--- src/rtl/hazard_ctrl.sv ---
// hazard_ctrl: pipeline stall/flush controller for load-use, multi-cycle ops and redirects.
// Optional stall_cycles performance counter is present when HAZARD_CTRL_PERF_EN is defined.
module hazard_ctrl #(
  parameter int FLUSH_CYCLES = 1,
  parameter int MC_TIMEOUT   = 64
) (
`ifdef HAZARD_CTRL_PERF_EN
  output logic [31:0] stall_cycles,
`endif
  input  logic       clk,
  input  logic       rst_n,
  input  logic [4:0] rs1_id,
  input  logic [4:0] rs2_id,
  input  logic       rs1_used_id,
  input  logic       rs2_used_id,
  input  logic       id_valid,
  input  logic       ex_valid,
  input  logic [4:0] rd_ex,
  input  logic       mem_read_ex,
  input  logic       mc_start,
  input  logic       mc_done,
  input  logic       branch_taken_ex,
  input  logic       trap_req,
  output logic       stall_if,
  output logic       stall_id,
  output logic       stall_ex,
  output logic       bubble_ex,
  output logic       flush_if_id,
  output logic       flush_id_ex,
  output logic       mc_abort,
  output logic       mc_timeout,
  output logic       busy
);
  typedef enum logic [1:0] {RUN, MC_WAIT, FLUSH} state_t;
  localparam logic [1:0] FC_RELOAD = 2'(FLUSH_CYCLES - 1);
  localparam logic [7:0] TMO_LAST  = 8'(MC_TIMEOUT - 1);
  localparam state_t     FLUSH_TO  = (FLUSH_CYCLES > 1) ? FLUSH : RUN;
  state_t     state, state_nx;
  logic [1:0] count, count_nx;
  logic [7:0] timer, timer_nx;
  logic       load_use, flush;
  assign load_use = id_valid && ex_valid && mem_read_ex && rd_ex != 5'd0 &&
                    ((rs1_used_id && rs1_id == rd_ex) || (rs2_used_id && rs2_id == rd_ex));
  assign flush_if_id = flush;
  assign flush_id_ex = flush;
  assign busy        = state != RUN;
  always_comb begin
    state_nx   = state;
    count_nx   = count;
    timer_nx   = timer;
    stall_if   = 1'b0;
    stall_id   = 1'b0;
    stall_ex   = 1'b0;
    bubble_ex  = 1'b0;
    flush      = 1'b0;
    mc_abort   = 1'b0;
    mc_timeout = 1'b0;
    if (state == FLUSH) begin
      flush = 1'b1;
      if (trap_req) count_nx = FC_RELOAD;
      else if (count <= 2'd1) begin
        state_nx = RUN;
        count_nx = 2'd0;
      end else count_nx = count - 2'd1;
    end else if (state == MC_WAIT) begin
      timer_nx = 8'd0;
      if (trap_req) begin
        mc_abort = 1'b1;
        flush    = 1'b1;
        state_nx = FLUSH_TO;
        count_nx = FC_RELOAD;
      end else if (mc_done) state_nx = RUN;
      else if (timer == TMO_LAST) begin
        mc_timeout = 1'b1;
        state_nx   = RUN;
      end else begin
        {stall_if, stall_id, stall_ex} = 3'b111;
        timer_nx = timer + 8'd1;
      end
    end else if (trap_req || branch_taken_ex) begin
      flush    = 1'b1;
      state_nx = FLUSH_TO;
      count_nx = FC_RELOAD;
    end else if (mc_start) begin
      // a unit finishing in its start cycle needs no wait at all
      if (!mc_done) begin
        {stall_if, stall_id, stall_ex} = 3'b111;
        state_nx = MC_WAIT;
        timer_nx = 8'd0;
      end
    end else if (load_use) {stall_if, stall_id, bubble_ex} = 3'b111;
  end
  always_ff @(posedge clk or negedge rst_n) begin
    if (!rst_n) begin
      state <= RUN;
      count <= 2'd0;
      timer <= 8'd0;
    end else begin
      state <= state_nx;
      count <= count_nx;
      timer <= timer_nx;
    end
  end
`ifdef HAZARD_CTRL_PERF_EN
  always_ff @(posedge clk or negedge rst_n) begin
    if (!rst_n) stall_cycles <= 32'd0;
    else if (stall_if && stall_cycles != 32'hFFFF_FFFF) stall_cycles <= stall_cycles + 32'd1;
  end
`endif
endmodule

--- config.mk ---
export PLATFORM = sky130hd
export DESIGN_NAME = hazard_ctrl
export DESIGN_NICKNAME = d
export VERILOG_FILES = /design/src/rtl/hazard_ctrl.sv
export SDC_FILE = /design/constraint.sdc
export NUM_CORES = 1
export LEC_CHECK = 0
export BUFFER_PORTS_ARGS = -buffer_cell sky130_fd_sc_hd__buf_2
export CORE_UTILIZATION = 45
export DETAILED_ROUTE_END_ITERATION = 6
export HOLD_SLACK_MARGIN = 0.1
export PLACE_DENSITY = 0.78
export SLEW_MARGIN = 20
export SYNTH_ARGS = -nofsm -noshare
export SYNTH_HDL_FRONTEND = slang
export SYNTH_SLANG_ARGS = --single-unit
export TNS_END_PERCENT = 20
--- constraint.sdc ---
create_clock -name clk -period 2.5 [get_ports clk]
set_clock_uncertainty 0.15 [all_clocks]
set_input_delay 0 -clock clk [delete_from_list [all_inputs] [get_ports clk]]
set_output_delay 0 -clock clk [all_outputs]
set_load 0.05 [all_outputs]
After elaboration in Yosys (flattened, before gate mapping)
Index checks and enable logic that the tools add are counted.

word-level totals
  output and inout bits = 9
  word-level logic and storage cells = 86
  bits in registers = 12
  input port bits = 26

cells by class
  $lt $le $gt $ge = 1
  bitwise gates (word level) = 1
  equality and inequality tests = 12
  add/subtract/negate cells = 2
  reduce and logical (&&, ||, !) cells = 16
  multiplexer cells = 51

operator list
  cell                 count
  $mux 8               7
  $mux 2               16
  $mux 1               28
  $eq 5x5->1           2
  $add 8x1->8 const B  1
  $eq 8x6->1 const B   1
  $logic_and 1x1->1    6
  $ne 5x4->1 const B   1
  $reduce_and 5->1     1
  $reduce_bool 5->1    1
  $ne 2x1->1 const B   2
  $ne 2x2->1 const B   2
  $ne 4x1->1 const B   1
  $reduce_and 4->1     1
  $reduce_bool 2->1    2
  $reduce_bool 4->1    1
  $ne 3x3->1 const B   1
  $reduce_bool 3->1    1
  $eq 2x1->1 const B   1
  $eq 2x2->1 const B   1
  $le 2x1->1 const B   1
  $logic_or 1x1->1     2
  $reduce_and 2->1     1
  $sub 2x1->2 const B  1
  $not 1->1            1

Depth between registers and ports, before layout
Gate-level depths: netlist of run 1.

  depth in word-level cells = 9
  mapped depth = 6
  mapped depth without buffers = 5

Least setup slack after synthesis of run 1
OpenSTA, ideal clock, no wires.

  path kind = reg2out
  from = register state[0]
  to = output port stall_if
  required time = 2350 ps
  data arrival time = 2465 ps
  stages on the path, launching flop included = 6
  path slack = -115 ps
  path buffers = 1
  cells stage by stage = dfrtp_1 or3b_4 a41oi_4 a31o_2 o21bai_1 buf_4

between the ends
  longest elaborated chain between the ends = 3
  elaborated cells between the ends (all ways) = 4
  classes of those cells = 2 x eq/ne; 2 x mux

RTL lines
  element                 RTL line  source
  start, declared         38        state_t state, state_nx;
  start signal, assigned  99        state <= state_nx;
  $eq 2x1->1              65        end else if (state == MC_WAIT) begin
  $mux 1                  -
  $mux 1 *                -
  end, declared           24        output logic stall_if,

Mark *: on every way between the ends. The rest lies on a longest branch, timed or not.

Worst setup path in the final report of run 1
  from = register state[0]
  to = output port stall_if

between the ends
  longest elaborated chain between the ends = 3
  elaborated cells between the ends (all ways) = 4
  classes of those cells = 2 x eq/ne; 2 x mux

RTL lines
  element     RTL line  source
  $eq 2x1->1  65
  $mux 1      65
  $mux 1 *    58        if (state == FLUSH) begin

Marks and branches as above.

==> reports/results.tsv, run 1 <==
stage	metric	value	unit
hold_path	min_path_type	in2reg	
layout	fin_cells	134	
clocking	cts.clk_slew.worst_paths	70	ps
global_route	grt_remaining_overflow	0	
power_and_ir_drop	ir_worst_vdd	0.000162	V
clocking	root_buffer	clkbuf_4	
yosys	yosysTopAreaCellShare	31.3	%
yosys	synth.most_common_cell	nor2_1	
yosys	ys_warn_count	0	
yosys	synth-seq-area-share	31.3	%
die	die_width	42.0	µm
clocking	cts_tree	yes	
clocking	numCtsBuffers	3	
yosys	postSynthAreaPerCell	9.34	µm²
die	initial_utilization	47.8	%
placed_design	place.gp.congestion	0.842	
die	die_h	42.0	µm
die	rows	14	
placed_design	io_buffers	34	
timing	setup_viol	0	
timing	max_freq	453	MHz
yosys	syn-cell-area	719	µm²
die	die_area	1760	µm²
global_route	grt_max_degree	14	
layout	multi_input_area	472	µm²
timing	worst_slack	293	ps
clocking	clockBufferDepth	2	
timing	setup_tns	0	ps
yosys	yosys-top-cells-count	nor2_1 (15), xor2_1 (12), dfrtp_1 (9)	
power_and_ir_drop	power.density	365	nW/µm²
critical_path	crit_arrival	2060	ps
job	maxCapViolCount	0	
critical_path	cp-end-kind	output port	
timing	slew_headroom	71.7	%
detailed_routing	drc	0	
placed_design	dp_cells	124	
detailed_routing	drt-total-wl	1710	µm
layout	fill_cells	138	
yosys	synthCells	77	
critical_path	required	2350	ps
critical_path	path_class	reg2out	
layout	drive_above_1_share	39.8	%
placed_design	dp_slack	615	ps
critical_path	rrSetupSlack	350	ps
global_route	track_usage	22.1	%
critical_path	path_max_fanout	13	
detailed_routing	wl_per_cell	12.8	µm
clocking	clock_sinks	9	
timing	hold_viol	0	
detailed_routing	drt_iter0_markers	10	
power_and_ir_drop	total_power	0.000357	W
layout	layout.nets	146	
yosys	synth_cell_type_count	29	
detailed_routing	vias	754	
yosys	ys_ff_latch	9	
timing	worst_pin_slew	423	ps
global_route	grt_pass1_vias	709	
critical_path	start_kind	flop	
detailed_routing	vias_per_cell	5.63	
yosys	synth_flop_cell	dfrtp_1	
timing	drv_slew	0	
timing	holdWs	114	ps
layout	area.growth.synth_to_final	36.0	%
detailed_routing	first_pass_iters	4	
timing	fin_crit_sh	88.3	%
yosys	yosys.area.top_type	dfrtp_1	
layout	n_antenna_cell	0	
placed_design	dp_hpwl	1300	µm
clocking	clk_latency	270	ps
yosys	synth_nets	104	
clocking	cts_max_level	1	
power_and_ir_drop	p_leak	0.492	nW
die	ioPinCount	35	
detailed_routing	ant_nets	0	
yosys	synth_edf_count	0	
layout	ff_latch_area	225	µm²
yosys	netlist_top_cells_area	dfrtp_1 (31%), xor2_1 (15%), nor2_1 (7.8%)	
global_route	grt_pass1_wl	2920	µm
yosys	async_flop_share	100	%
die	core	1510	µm²
global_route	antenna_found_initial	0	
timing	grt_setup_unrepaired	no	
run_status	status	finished clean	
timing	fin_crit	2210	ps
## per-stage QoR
| stage | cell area [µm²] | util [%] |
|---|---|---|
| after floorplan | 723 | - |
| after global placement | 891 | 59.1 |
| after detailed placement | 891 | 59.1 |
| after CTS | 978 | 65.0 |
| after global routing | 978 | 65.0 |
| final | 978 | 65.0 |
## report_power, final
part | leakage [nW] | internal (W) | switching (W)
combinational | 0.349 | 0.0000394 | 0.0000515
clock | 0.0177 | 0.0000592 | 0.0000576
sequential | 0.125 | 0.000147 | 0.00000292
## path summary, 6_finish.rpt
check	start	end	cells past startpoint
max	state[0]$_DFFE_PN0P_	stall_if	5
min	branch_taken_ex	timer[7]$_DFFE_PN0P_	4
max reg2reg	timer[0]$_DFFE_PN0P_	state[0]$_DFFE_PN0P_	5
min reg2reg	timer[7]$_DFFE_PN0P_	timer[7]$_DFFE_PN0P_	1
max in group asynchronous	rst_n	timer[1]$_DFFE_PN0P_	3
min in group asynchronous	rst_n	timer[0]$_DFFE_PN0P_	3
## state kept, by name, indices dropped and copies added (netlist names)
name and count:
state 1, timer 8
## per-layer routing
| layer | global-route usage, % | wire length (µm) | vias up |
|---|---|---|---|
| li1 | - | - | 365 |
| met1 | 24.9 | 705 | 353 |
| met2 | 37.5 | 890 | 32 |
| met3 | 3.88 | 78 | 4 |
| met4 | 14.8 | 36 | 0 |
| met5 | 0 | 0 | - |
## cells by family after synthesis
| group | after synthesis | synth area share [%] |
|---|---|---|
| adder cells (fa/ha/maj) | 1 | 1.74 |
| flip-flops | 9 | 31.3 |
| buffers and inverters | 4 | 3.65 |
| AND/OR/NAND/NOR | 33 | 26.3 |
| XOR/XNOR | 14 | 17.0 |
| AO/OA/AOI/OAI | 16 | 20.0 |
## cell type report
type,instances,share of cell area (%)
Multi-Input combinational cell,64,48.2
Timing Repair Buffer,40,23.5
Sequential cell,9,23.0
Clock buffer,3,2.30
Tap cell,16,2.05
Clock inverter,1,0.512
Inverter,1,0.384
## placed cells by master (no fill, tap or decap), drive strengths merged
master	n
dlygate4sd3	6
clkbuf	3
nor4	2
o21ai	3
dfrtp	9
a22o	1
nor3b	1
inv	1
and3	2
nor4b	1
nand2	2
a32oi	1
xnor2	2
a32o	1
nor3	2
or3b	1
buf	34
and2	2
xor2	12
clkinv	1
a41oi	1
o21bai	1
ha	1
nor2	15
o2111ai	3
o22ai	1
nand3	2
nand4	3
a21o	2
a31o	2
## critical path, stage by stage (launching register included)
cell	delay [ps]
dfrtp_1	560
or3b_4	470
a41oi_4	220
a31o_2	150
o21bai_2	110
buf_2	280
## repair_timing
| action | 4_1_cts | 5_1_grt |
|---|---|---|
| hold buffers | 6 | 0 |
| resized for setup | 0 | 0 |
| endpoints found under the hold margin | 12 | 0 |
| buffers inserted | 0 | 0 |
No activity file was read; power rests on OpenSTA's default activity.
==> run 2: changes to the inputs <==
--- a/config.mk
+++ b/config.mk
@@ -8,8 +8,9 @@
 export BUFFER_PORTS_ARGS = -buffer_cell sky130_fd_sc_hd__buf_2
 export CORE_UTILIZATION = 45
 export DETAILED_ROUTE_END_ITERATION = 6
-export HOLD_SLACK_MARGIN = 0.1
+export HOLD_SLACK_MARGIN = 0.15
 export PLACE_DENSITY = 0.78
+export SETUP_SLACK_MARGIN = 0.15
 export SLEW_MARGIN = 20
 export SYNTH_ARGS = -nofsm -noshare
 export SYNTH_HDL_FRONTEND = slang
==> run 2 against run 1 <==
Hold slack improved by 49 ps. Clock power decreased by 3%. Design area increased by 1.0%. Largest power group unchanged. Register-to-register slack improved by 20 ps.
==> reports/results.tsv, run 2 (synthesized netlist as in run 1, its figures left out) <==
stage	metric	value	unit
critical_path	path_max_fanout	6	
timing	setup_tns	0	ps
detailed_routing	first_pass_iters	4	
timing	drv_slew	0	
power_and_ir_drop	internal_power	0.000249	W
clocking	cts_resized	0	
global_route	grt_pass1_wl	2850	µm
layout	final_common_cell	buf_2	
power_and_ir_drop	comb_power_share	26.1	%
layout	largest_register_ffs	8	
run_status	status	finished clean	
clocking	root_buffer	clkbuf_4	
clocking	cts_tree	yes	
critical_path	required	2350	ps
power_and_ir_drop	ir_worst_vdd	0.000200	V
die	die_area	1760	µm²
layout	top_regs	timer: 8 flops, state: 1 flops	
global_route	grt_pass1_vias	678	
detailed_routing	drt_iter0_markers	14	
power_and_ir_drop	p_clk_share	31.8	%
layout	drive_above_1_share	39.5	%
detailed_routing	vias_per_cell	5.64	
critical_path	crit_arrival	1980	ps
power_and_ir_drop	share_seq_of_total_power	42.1	%
layout	area.growth.synth_to_final	37.4	%
clocking	cts.clk_slew.worst_paths	60	ps
placed_design	dp_slack	682	ps
timing	slew_headroom	72.8	%
die	core	1510	µm²
global_route	use_met1	24.9	%
power_and_ir_drop	power.density	360	nW/µm²
placed_design	place.gp.congestion	0.835	
timing	fin_crit	2130	ps
critical_path	r2r_cells	5	
critical_path	rrSetupSlack	370	ps
timing	fin_crit_sh	85.3	%
hold_path	min_path_type	in2reg	
global_route	use_met2	38.1	%
detailed_routing	vias	762	
die	die_h	42.0	µm
timing	worst_pin_slew	407	ps
layout	layout.cells.most_common_list	buf_2 (34), nor2_1 (15), xor2_1 (12)	
layout	layout.nets	147	
global_route	grt_use_met3	3.88	%
critical_path	path_class	reg2out	
power_and_ir_drop	net-switching-power	0.000107	W
critical_path	reg2reg_to	state[0]$_DFFE_PN0P_	
critical_path	cp-end-kind	output port	
global_route	track_usage	21.5	%
placed_design	io_buffers	34	
layout	top_register	timer	
power_and_ir_drop	total_power	0.000356	W
clocking	numCtsBuffers	3	
die	initial_utilization	47.8	%
layout	n_antenna_cell	0	
global_route	grt_max_degree	14	
detailed_routing	drt-total-wl	1740	µm
die	ioPinCount	35	
clocking	clock_sinks	9	
placed_design	dp_hpwl	1210	µm
critical_path	crit_start	timer[0]$_DFFE_PN0P_	
placed_design	dp_cells	124	
timing	grt_setup_unrepaired	no	
power_and_ir_drop	switching_share	30.0	%
layout	final_area	988	µm²
clocking	cts_max_level	1	
job	maxCapViolCount	0	
timing	setup_viol	0	
global_route	grt_remaining_overflow	0	
detailed_routing	wl_per_cell	12.9	µm
critical_path	start_kind	flop	
timing	worst_slack	369	ps
die	rows	14	
clocking	clk_latency	260	ps
die	die_width	42.0	µm
clocking	clockBufferDepth	2	
detailed_routing	drc	0	
critical_path	timing.rr.start	timer[0]$_DFFE_PN0P_	
placed_design	post_dp_cell_area	892	µm²
timing	max_freq	469	MHz
detailed_routing	ant_nets	0	
critical_path	endpoint	stall_if	
global_route	grt.busiest_layer	met2	
layout	fin_cells	135	
timing	hold_viol	0	
global_route	antenna_found_initial	0	
power_and_ir_drop	p_leak	0.492	nW
[run 2: metrics by stage]
| stage | utilization (%) | hold slack [ps] |
|---|---|---|
| after floorplan | - | -446 |
| after global placement | 59.2 | -290 |
| after detailed placement | 59.2 | -288 |
| after CTS | 65.6 | 157 |
| after global routing | 65.6 | 215 |
| final | 65.6 | 163 |
[run 2: metal layers]
layer	part of all wire, %	up-vias	wire length (µm)
met4	2.0	0	35
li1	-	367	-
met5	0	-	0
met2	52	43	908
met3	5.3	6	92
met1	40	346	699
[run 2: worst min-delay path by stage]
| stage | cells after the start | from | to |
|---|---|---|---|
| final | 4 | trap_req | timer[7]$_DFFE_PN0P_ |
| after global routing | 4 | trap_req | timer[7]$_DFFE_PN0P_ |
| after CTS | 4 | trap_req | timer[7]$_DFFE_PN0P_ |
| after detailed placement | 1 | rst_n | timer[4]$_DFFE_PN0P_ |
| after global placement | 1 | rst_n | timer[4]$_DFFE_PN0P_ |
| after floorplan | 0 | rst_n | state[0]$_DFFE_PN0P_ |
[run 2: final cells by class]
class	count	area [µm²]
inverters	1	3.75
repair buffers	41	240
multi-input cells	64	472
well taps	16	20.0
clock buffers	4	26.3
flip-flops and latches	9	226
fillers	128	518
[run 2: timing repair]
action,in CTS,in global routing
hold buffers,7,0
setup buffers,0,0
endpoints found under the hold margin,13,0
[run 2: power groups by stage]
stage	Sequential (W)	Combinational [W]	Clock, W
2_1_floorplan	0.000153	0.0000472	0
3_3_place_gp	0.000152	0.0000820	0
3_5_place_dp	0.000152	0.0000836	0
4_1_cts	0.000150	0.0000918	0.000117
5_1_grt	0.000150	0.000101	0.000124
6_report	0.000150	0.0000928	0.000113
[run 2: critical path: stages (launching register included)]
cell and delay, ps:
dfrtp_1 440, ha_1 210, and3_1 260, a41oi_4 160, a31o_2 250, o21bai_2 180
buf_2 210
==> run 3: changes to the inputs <==
--- a/config.mk
+++ b/config.mk
@@ -6,10 +6,10 @@
 export NUM_CORES = 1
 export LEC_CHECK = 0
 export BUFFER_PORTS_ARGS = -buffer_cell sky130_fd_sc_hd__buf_2
-export CORE_UTILIZATION = 45
+export CORE_UTILIZATION = 40
 export DETAILED_ROUTE_END_ITERATION = 6
 export HOLD_SLACK_MARGIN = 0.15
-export PLACE_DENSITY = 0.78
+export PLACE_DENSITY = 0.74
 export SETUP_SLACK_MARGIN = 0.15
 export SLEW_MARGIN = 20
 export SYNTH_ARGS = -nofsm -noshare
==> constraint.sdc (replaced) <==
create_clock -name clk -period 1.9 [get_ports clk]
set_clock_uncertainty 0.15 [all_clocks]
set_input_delay 0 -clock clk [delete_from_list [all_inputs] [get_ports clk]]
set_output_delay 0 -clock clk [all_outputs]
set_load 0.05 [all_outputs]
==> run 3 against run 2 <==
Routed wire length grew 16%. Die area is 12% higher. Hold slack improved by 26 ps. Cell count up 12%. Utilization is 3.8 points higher. Via count is 2.8% higher. Sequential cell count did not move. Sequential power grew 29%. Non-clock buffer count up 8. Register-to-register slack lost 70 ps. Clock power up 30%. Combinational power is 47% higher. Critical endpoint is now stall_id. Highest routed layer is now met3.
==> reports/results.tsv, run 3 (synthesized netlist as in run 1, its figures left out) <==
stage	metric	value	unit
die	rows	14	
detailed_routing	routed.top_layer	met3	
timing	fin_crit	1830	ps
layout	n_antenna_cell	0	
detailed_routing	wl_met1	814	µm
detailed_routing	drt_iter0_markers	9	
critical_path	path_max_fanout	4	
die	die_width	44.4	µm
critical_path	required	1750	ps
critical_path	path_class	reg2out	
detailed_routing	wl_per_cell	13.3	µm
clocking	cts.clk_slew.worst_paths	60	ps
layout	final_common_cell	buf_2	
global_route	track_usage	21.9	%
layout	area.growth.synth_to_final	53.7	%
critical_path	crit_arrival	1680	ps
power_and_ir_drop	power.density	432	nW/µm²
layout	drive_above_1_share	46.5	%
detailed_routing	wl_met3	94	µm
clocking	clock_sinks	9	
placed_design	place.gp.congestion	0.798	
critical_path	cp_cell_sequence	ha_2 -> and3_4 -> a41oi_4 -> a31o_4 -> o21bai_4 -> buf_6	
layout	layout.cells.most_common_list	buf_2 (31), nor2_1 (13), xor2_1 (12)	
clocking	clockBufferDepth	2	
die	initial_utilization	45.1	%
detailed_routing	vias	783	
global_route	antenna_found_initial	0	
run_status	status	finished clean	
die	core	1590	µm²
placed_design	dp_cells	134	
global_route	grt_remaining_overflow	0	
global_route	grt_max_degree	13	
placed_design	dp_hpwl	1440	µm
timing	setup_tns	0	ps
power_and_ir_drop	ir_worst_vdd	0.000350	V
layout	top_register	timer	
timing	hold_viol	0	
timing	drv_slew	0	
timing	worst_pin_slew	402	ps
detailed_routing	drt-total-wl	2010	µm
clocking	numCtsBuffers	3	
placed_design	io_buffers	34	
layout	largest_register_ffs	8	
clocking	cts_max_level	1	
clocking	root_buffer	clkbuf_4	
clocking	clk_latency	260	ps
critical_path	cp-end-kind	output port	
timing	max_freq	546	MHz
detailed_routing	drc	0	
timing	slew_headroom	73.1	%
job	maxCapViolCount	0	
global_route	grt_pass1_vias	777	
detailed_routing	met2_length	1100	µm
die	die_area	1970	µm²
detailed_routing	vias_per_cell	5.19	
detailed_routing	first_pass_iters	4	
detailed_routing	ant_nets	0	
critical_path	slowest_stage	dfrtp_1	
critical_path	start_kind	flop	
power_and_ir_drop	p_leak	0.531	nW
timing	setup_viol	0	
die	die_h	44.4	µm
layout	fin_cells	151	
die	ioPinCount	35	
timing	grt_setup_unrepaired	yes	
hold_path	min_path_type	in2reg	
layout	fill_cells	122	
layout	top_regs	timer: 8 flops, state: 1 flops	
timing	fin_crit_sh	96.3	%
global_route	grt_pass1_wl	3130	µm
critical_path	slowest_delay	370	ps
clocking	cts_tree	yes	
layout	layout.nets	155	
-- run 3: timing repair --
action	in CTS	in global routing
resized for setup	9	2
hold buffers	7	0
endpoints found under the setup margin	5	9
endpoints found under the hold margin	14	0
setup buffers	3	3
pin swaps	2	1
-- run 3: cell type report --
cell class                 count  area, µm²  area share [%]
sequential                     9        226            20.5
inverter                       1       3.75           0.339
tap                           24       30.0            2.71
clock buffer                   4       26.3            2.38
multi-input combinational     64        500            45.2
timing repair buffer          49        319            28.8
-- run 3: power by group --
group | switching, W | total, W | internal [W]
sequential | 0.000000994 | 0.000194 | 0.000193
combinational | 0.0000750 | 0.000136 | 0.0000613
clock | 0.0000658 | 0.000147 | 0.0000809
total | 0.000142 | 0.000477 | 0.000336
-- run 3: metrics by stage --
step	total power [W]	worst slack, ps	utilization (%)	instance area (µm²)	hold WS (ps)
2_1_floorplan	0.000267	-121	-	744	-446
3_3_place_gp	0.000313	182	58.6	933	-292
3_5_place_dp	0.000316	144	58.6	933	-292
4_1_cts	0.000480	88.6	67.6	1080	105
5_1_grt	0.000508	33.7	69.4	1110	209
6_report	0.000477	70.0	69.4	1110	190
-- run 3: worst paths after layout --
kind | start | end | slack (ps) | cells after the start
min in group asynchronous | rst_n | timer[3]$_DFFE_PN0P_ | 560 | 3
max in group asynchronous | rst_n | state[0]$_DFFE_PN0P_ | 740 | 3
min | trap_req | timer[7]$_DFFE_PN0P_ | 190 | 4
max reg2reg | timer[1]$_DFFE_PN0P_ | timer[0]$_DFFE_PN0P_ | 300 | 6
max | timer[1]$_DFFE_PN0P_ | stall_id | 70 | 6
min reg2reg | timer[7]$_DFFE_PN0P_ | timer[7]$_DFFE_PN0P_ | 420 | 1
-- run 3: layer usage --
metal | vias to the layer above | track usage (%)
li1 | 384 | -
met1 | 373 | 25.4
met4 | 0 | 6.67
met2 | 26 | 37.6
met5 | - | 0
met3 | 0 | 7.76
-- run 3: worst max-delay path: cells and delay by family, from the launching register on --
kind,cells,cell delay (ps)
and+or+nand+nor,1,200
AOI/OAI and AO/OA,3,510
DFF,1,370
adders and majority gates,1,190
buffers and inverters,1,160
